**config.mk**
```make
export PLATFORM = sky130hd
export DESIGN_NAME = melody_sequencer
export DESIGN_NICKNAME = d
export VERILOG_FILES = /design/src/rtl/melody_sequencer.sv
export SDC_FILE = /design/constraint.sdc
export NUM_CORES = 1
export LEC_CHECK = 0
export CAP_MARGIN = 5
export CORE_AREA = 2 2 147 149
export CTS_BUF_LIST = sky130_fd_sc_hd__clkbuf_4 sky130_fd_sc_hd__clkbuf_8
export DETAILED_ROUTE_END_ITERATION = 10
export DIE_AREA = 0 0 149 151
export PLACE_DENSITY = 0.63
export SLEW_MARGIN = 10
export SYNTH_ARGS = -nofsm -noshare
export SYNTH_HDL_FRONTEND = slang
export SYNTH_SLANG_ARGS = --single-unit
```
**constraint.sdc**
```tcl
create_clock -name clk -period 5.9 [get_ports clk]
set_input_delay 1.18 -clock clk [delete_from_list [all_inputs] [get_ports clk]]
set_output_delay 1.18 -clock clk [all_outputs]
set_load 0.05 [all_outputs]
```
**src/rtl/melody_sequencer.sv**
```systemverilog
// Melody sequencer: plays a 16-step pattern of key masks onto the synth keys input.
// Each step is a NOTE phase followed by a silent GAP so repeated notes re-trigger.
module melody_sequencer #(
    parameter int unsigned BEAT_CYCLES = 25_000_000,
    parameter int unsigned GAP_CYCLES  = 2_500_000
) (
    input  logic       clk,
    input  logic       rst_n,
    input  logic       start_i,
    input  logic       stop_i,
    input  logic       loop_i,
    input  logic       wr_en_i,
    input  logic [3:0] wr_addr_i,
    input  logic [7:0] wr_data_i,
    output logic [3:0] keys_o,
    output logic       busy_o,
    output logic [3:0] step_o,
    output logic       done_o
);

    // Wide enough that 15 * BEAT_CYCLES never wraps.
    localparam int unsigned CntW = 4 + $clog2(BEAT_CYCLES + 1);
    localparam logic [CntW-1:0] BeatC   = CntW'(BEAT_CYCLES);
    localparam logic [CntW-1:0] GapC    = CntW'(GAP_CYCLES);
    localparam logic [CntW-1:0] GapLast = GapC - CntW'(1);

    typedef enum logic [1:0] {StIdle, StNote, StGap} state_e;

    state_e            state_q, state_d;
    logic [CntW-1:0]   cnt_q, cnt_d;
    logic [3:0]        step_q, step_d;
    logic [3:0]        dur_q, dur_d;
    logic [3:0]        mask_q, mask_d;
    logic              done_q, done_d;
    logic [7:0]        ram_q [16];

    logic [CntW-1:0]   note_last;
    logic [3:0]        next_step;
    logic [7:0]        next_entry;
    logic [7:0]        first_entry;
    logic              end_of_pattern;
    logic              write_en;
    logic              step_end;

    assign note_last      = CntW'(dur_q) * BeatC - GapC - CntW'(1);
    assign next_step      = step_q + 4'd1;
    assign next_entry     = ram_q[next_step];
    assign first_entry    = ram_q[4'd0];
    assign end_of_pattern = (step_q == 4'd15) || (next_entry[7:4] == 4'd0);
    assign write_en       = wr_en_i && (state_q == StIdle) && !start_i;

    // Outputs decode from state so reset silences keys without waiting for a clock.
    assign keys_o = (state_q == StNote) ? mask_q : 4'd0;
    assign busy_o = (state_q != StIdle);
    assign step_o = step_q;
    assign done_o = done_q;

    // Pattern RAM: cleared on reset, writable only when idle and not starting.
    always_ff @(posedge clk or negedge rst_n) begin
        if (!rst_n) begin
            for (int i = 0; i < 16; i++) ram_q[i] <= 8'h00;
        end else if (write_en) begin
            ram_q[wr_addr_i] <= wr_data_i;
        end
    end

    // Sequencer state register.
    always_ff @(posedge clk or negedge rst_n) begin
        if (!rst_n) begin
            state_q <= StIdle;
            cnt_q   <= '0;
            step_q  <= 4'd0;
            dur_q   <= 4'd0;
            mask_q  <= 4'd0;
            done_q  <= 1'b0;
        end else begin
            state_q <= state_d;
            cnt_q   <= cnt_d;
            step_q  <= step_d;
            dur_q   <= dur_d;
            mask_q  <= mask_d;
            done_q  <= done_d;
        end
    end

    // Next-state logic: phase timing, step advance, end-of-pattern, stop override.
    always_comb begin
        state_d  = state_q;
        cnt_d    = cnt_q;
        step_d   = step_q;
        dur_d    = dur_q;
        mask_d   = mask_q;
        done_d   = 1'b0;
        step_end = 1'b0;

        unique case (state_q)
            StIdle: begin
                if (start_i) begin
                    if (first_entry[7:4] == 4'd0) begin
                        done_d = 1'b1;
                    end else begin
                        step_d  = 4'd0;
                        dur_d   = first_entry[7:4];
                        mask_d  = first_entry[3:0];
                        cnt_d   = '0;
                        state_d = StNote;
                    end
                end
            end
            StNote: begin
                if (cnt_q == note_last) begin
                    cnt_d = '0;
                    if (GapC == '0) step_end = 1'b1;
                    else            state_d  = StGap;
                end else begin
                    cnt_d = cnt_q + CntW'(1);
                end
            end
            StGap: begin
                if (cnt_q == GapLast) begin
                    cnt_d    = '0;
                    step_end = 1'b1;
                end else begin
                    cnt_d = cnt_q + CntW'(1);
                end
            end
            default: state_d = StIdle;
        endcase

        if (step_end) begin
            if (end_of_pattern) begin
                if (loop_i) begin
                    step_d  = 4'd0;
                    dur_d   = first_entry[7:4];
                    mask_d  = first_entry[3:0];
                    state_d = StNote;
                end else begin
                    done_d  = 1'b1;
                    state_d = StIdle;
                end
            end else begin
                step_d  = next_step;
                dur_d   = next_entry[7:4];
                mask_d  = next_entry[3:0];
                state_d = StNote;
            end
        end

        if (stop_i) begin
            state_d = StIdle;
            cnt_d   = '0;
            done_d  = 1'b0;
        end
    end

endmodule
```
After elaboration in Yosys (flattened, before gate mapping)
Index checks and enable logic that the tools add are counted.
Widths: inputs -> output; s select.
{"block": "word_totals", "inputBits": 18, "word_cells": 103, "reg_bits": 172, "out_inout_bits": 10}
{"block": "classes", "n_mux": 48, "n_addsub": 4, "magnitude_cmp": 3, "bitwise": 2, "n_reduce_logical": 12, "eq_ne": 11, "n_mul": 1}
{"operator": "$mux 29", "n": 5}
{"operator": "$bwmux 128", "n": 1}
{"operator": "$pmux 29 s3", "n": 1}
{"operator": "$mux 4", "n": 19}
{"operator": "$bmux 8 s4", "n": 1}
{"operator": "$demux 8 s4", "n": 1}
{"operator": "$add 29x1->29 const B", "n": 1}
{"operator": "$eq 29x22->1 const B", "n": 1}
{"operator": "$eq 29x29->1", "n": 1}
{"operator": "$sub 29x1->29 const B", "n": 1}
{"operator": "$sub 29x22->29 const B", "n": 1}
{"operator": "$mux 8", "n": 3}
{"operator": "$mul 4x19->23 const B", "n": 1}
{"operator": "$mux 2", "n": 6}
{"operator": "$ge 5x5->1 const B", "n": 2}
{"operator": "$mux 1", "n": 10}
{"operator": "$not 4->5", "n": 2}
{"operator": "$ne 3x3->1 const B", "n": 3}
{"operator": "$logic_not 4->1", "n": 2}
{"operator": "$ne 4x4->1 const B", "n": 2}
{"operator": "$pmux 2 s3", "n": 1}
{"operator": "$lt 5x1->1 const B", "n": 1}
{"operator": "$add 4x1->4 const B", "n": 1}
{"operator": "$eq 4x4->1 const B", "n": 1}
{"operator": "other kinds (11)", "n": 13}

Logic depth before layout (Yosys ltp)
{"block": "depth", "word_depth": 10, "ltp_mapped": 20, "mapped_depth_nobuf": 17}

Worst setup path after synthesis
Ideal clock, no wire load.
{"block": "synth_timing", "kind": "reg2reg", "startpoint": "reg dur_q[2]", "endpoint": "reg cnt_q[14]", "path_buffers": 1, "synth_period_minus_slack_ns": 4.963, "arrival_time_ns": 4.837, "t_required_ns": 5.774, "setup_ns": 0.126, "setup_slack_ns": 0.937, "stages_incl_launch_ff": 18, "path_cell_list": "dfrtp_1 > inv_1 > fa_1 > xnor2_1 > ha_1 > fa_1 > a211oi_2 > nor2_1 > xor2_2 > a311o_4 > a21oi_2 > o2111ai_2 > a211o_1 > a2111oi_4 > o21ai_2 > buf_6 > and3_1 > a221o_1"}
{"block": "synth_between", "elab_chain_len": 7}
{"item": "start: declaration", "line": "32", "text": "logic [3:0] dur_q, dur_d;"}
{"item": "start signal: assignment", "line": "80", "text": "dur_q <= dur_d;"}
{"item": "$mul 4x19->23", "line": "45", "text": "assign note_last = CntW'(dur_q) * BeatC - GapC - CntW'(1);"}
{"item": "$sub 29x22->29", "line": "45"}
{"item": "$sub 29x1->29", "line": "45"}
{"item": "$eq 29x29->1", "line": "111", "text": "if (cnt_q == note_last) begin"}
{"item": "$mux 29", "line": "111"}
{"item": "$pmux 29 s3", "line": "96", "text": "unique case (state_q)"}
{"item": "$mux 29", "line": "149", "text": "if (stop_i) begin"}
{"item": "end signal: assignment", "line": "78", "text": "cnt_q <= cnt_d;"}
{"item": "end: declaration", "line": "30", "text": "logic [CntW-1:0] cnt_q, cnt_d;"}
Every way passes these cells.
A chain may end at the register's enable or synchronous reset.

Final worst setup path
{"block": "layout_timing", "startpoint": "reg dur_q[1]", "endpoint": "reg cnt_q[10]"}
The elaborated chain is that of the path after synthesis.

==> qor.yml <==
run_status:
  status: "completed"
floorplan:
  start_util_pct: 49.3
  placementRows: 53
  dieArea_sq_mm: 0.0225
  die_h_microns: 151
  io_pins: 28
  die_w_microns: 149
  core_area_sq_mm: 0.0208
placed_design:
  portBuffers: 27
  routabilityCongestion: 0.871
  dpl_worst_slack_ns: 0.186
  dp.final_hpwl_microns: 17000
setup_path:
  arrival_ns: 5.94
  crit_chain: "inv_1, fa_1, xnor2_1, ha_1, fa_1, a211oi_2, o211ai_1, nor4bb_1, a211oi_1, xnor2_1, a2111o_1, and4_1, a2111oi_4, o21ai_4, and3_1, a221o_1"
  path_max_fanout: 25
  crit_type: "reg -> reg"
  critPathSlowestCell: "fa_1"
  required_ns: 6.25
  slowest_delay_ns: 0.64
  cp_num_buf_inv: 1
  crit_family: "compound AO/OA/AOI/OAI gates"
  cp-end-kind: "flop"
  critPathLaunchType: "flop"
min_path:
  hp-class: "reg -> reg"
logic_synthesis:
  synthesis.nets: 941
  synth.most_common_cell: "dfrtp_1"
  ys_seq_area_share_pct: 41.9
  synthCells: 886
  synth_area_leaders: "dfrtp_1 42%, mux2_2 14%, mux4_2 8.8%"
  synth_async_sr_flop_share_pct: 100
  synthTopCellsByCount: "172 x dfrtp_1, 129 x mux2_2, 58 x nand2_1, 54 x nor2_1, 40 x mux4_2"
  yosysTopAreaCellShare_pct: 41.9
  synth_edf_count: 0
  synth_top_cell_by_area: "dfrtp_1"
  synthFlopType: "dfrtp_1"
  syn_area_sq_mm: 0.0103
  avgSynthCellArea_sq_um: 11.6
  synth_warnings: 0
  yosys.cell_types.count: 76
  ys_ff_latch: 172
route:
  ant_nets: 0
  dr_total_vias: 7147
  drt_iter0_drc: 452
  dr.pass1.iters: 5
  drt-total-wl_microns: 23700
  wire_per_inst_microns: 19.9
  route.detailed.drc: 0
  viasPerCell: 5.98
clock_tree:
  cts_max_level: 4
  root_buffer: "clkbuf_8"
  insertion_delay_ns: 0.47
  cts_buffers: 17
  cts_sinks: 172
  post_cts_buffers: 0
  cts_tree: "built"
  cts_buffer_depth: 2
  cts.clk_slew.worst_paths_ns: 0.09
global_route:
  grt.overflow.total: 0
  antenna_found_initial: 0
  first_global_vias: 6947
  grt_usage_pct: 22.5
  grt_pass1_wl_microns: 38900
  grt_max_degree: 96
pwr:
  power_density_mw_per_mm2: 613
  leakagePower_nw: 4.84
  vdd_drop_max_mv: 0.374
sta:
  skew_ns: 0.0179
  maxSlewHeadroom_pct: 34.1
  setup_tns_ns: 0
  drv_slew: 0
  finalHoldViolations: 0
  finalSetupViolCount: 0
  max_freq_mhz: 179
  worst_pin_slew_ns: 0.985
  rsz0062_at_grt: "true"
  fin_crit_sh_pct: 94.8
  finalWorstSetupSlack_ns: 0.309
  fin_crit_ns: 5.59
flow_run:
  cap_violations: 0
final_layout:
  drive_gt1_share_pct: 26.6
  area_growth_syn_to_layout_pct: 10.1
  fin_nets: 964
-- what timing repair did --
item,CTS,global route
endpoints found under the setup margin,0,16
hold buffers,0,0
endpoints found under the hold margin,0,0
gates resized for setup,0,1
-- sequential cells by signal, indices dropped and copies added, names as in the netlist --
name / flops
ram_q: 120
cnt_q: 29
first_entry: 8
dur_q: 4
mask_q: 4
step_o: 4
state_q: 2
done_o: 1
-- cell type report --
type	count	area (sq um)
clock inverter	13	231
antenna	1	2.50
timing repair buffer	43	392
inverter	37	139
fill	1805	9520
sequential	172	4310
multi-input combinational	638	5660
clock buffer	17	234
tap	275	344
-- cells by family (layout without fill, tap and decap cells) --
group / Yosys count / after routing / share of synthesized area, %
AOI/OAI and AO/OA: 148 / 148 / 11.0
xor gates and xnor gates: 44 / 44 / 4.42
and+or+nand+nor: 237 / 237 / 11.5
other: 0 / 1 / 0
muxes: 172 / 172 / 23.2
DFF: 172 / 172 / 41.9
adders and majority gates: 37 / 37 / 4.88
buffers and inverters: 76 / 110 / 3.06
-- power by group --
group          switching (mW)  internal, mW
combinational            2.47          1.86
clock                   0.457         0.513
sequential              0.165          1.47
-- layout by cell type (no fill, tap or decap), types with 21 or more instances in the layout --
| cell | n |
|---|---|
| dfrtp_1 | 171 |
| mux2_2 | 129 |
| nand2_1 | 58 |
| nor2_1 | 54 |
| mux4_2 | 40 |
| inv_1 | 37 |
| nand3_1 | 34 |
| ha_1 | 32 |
| a21oi_1 | 30 |
| clkdlybuf4s50_1 | 26 |
| xnor2_1 | 25 |
| o21ai_0 | 21 |
-- per-layer routing --
| metal | wire length (microns) | part of all wire, % | track usage [%] |
|---|---|---|---|
| met1 | 11600 | 49 | 33.3 |
| met2 | 11000 | 46 | 35.2 |
| met3 | 898 | 3.8 | 3.31 |
| met4 | 235 | 0.99 | 5.43 |
| met5 | 0 | 0 | 0 |
-- final timing paths --
kind	start	end	slack (ns)	cells after the start
max	dur_q[1]	cnt_q[10]	0.31	16
min	ram_q[66]	ram_q[66]	0.51	1
max reg2reg	dur_q[1]	cnt_q[10]	0.31	16
min reg2reg	ram_q[66]	ram_q[66]	0.51	1
max in group asynchronous	rst_n	ram_q[78]	3.84	2
min in group asynchronous	rst_n	ram_q[67]	0.77	1
-- through the flow --
| stage | util, % | total power, mW | hold slack (ns) | std cells | instance area (sq um) |
|---|---|---|---|---|---|
| 3_5_place_dp | 52.0 | 5.93 | 0.488 | 1165 | 10800 |
| 2_1_floorplan | - | 5.12 | 0.474 | 886 | 10300 |
| 4_1_cts | 54.2 | 6.93 | 0.510 | 1195 | 11300 |
| 6_report | 54.3 | 6.93 | 0.508 | 1196 | 11300 |
| 3_3_place_gp | 52.0 | 5.93 | 0.481 | 1165 | 10800 |
| 5_1_grt | 54.3 | 7.45 | 0.520 | 1195 | 11300 |
No activity file was read; power rests on OpenSTA's default activity.
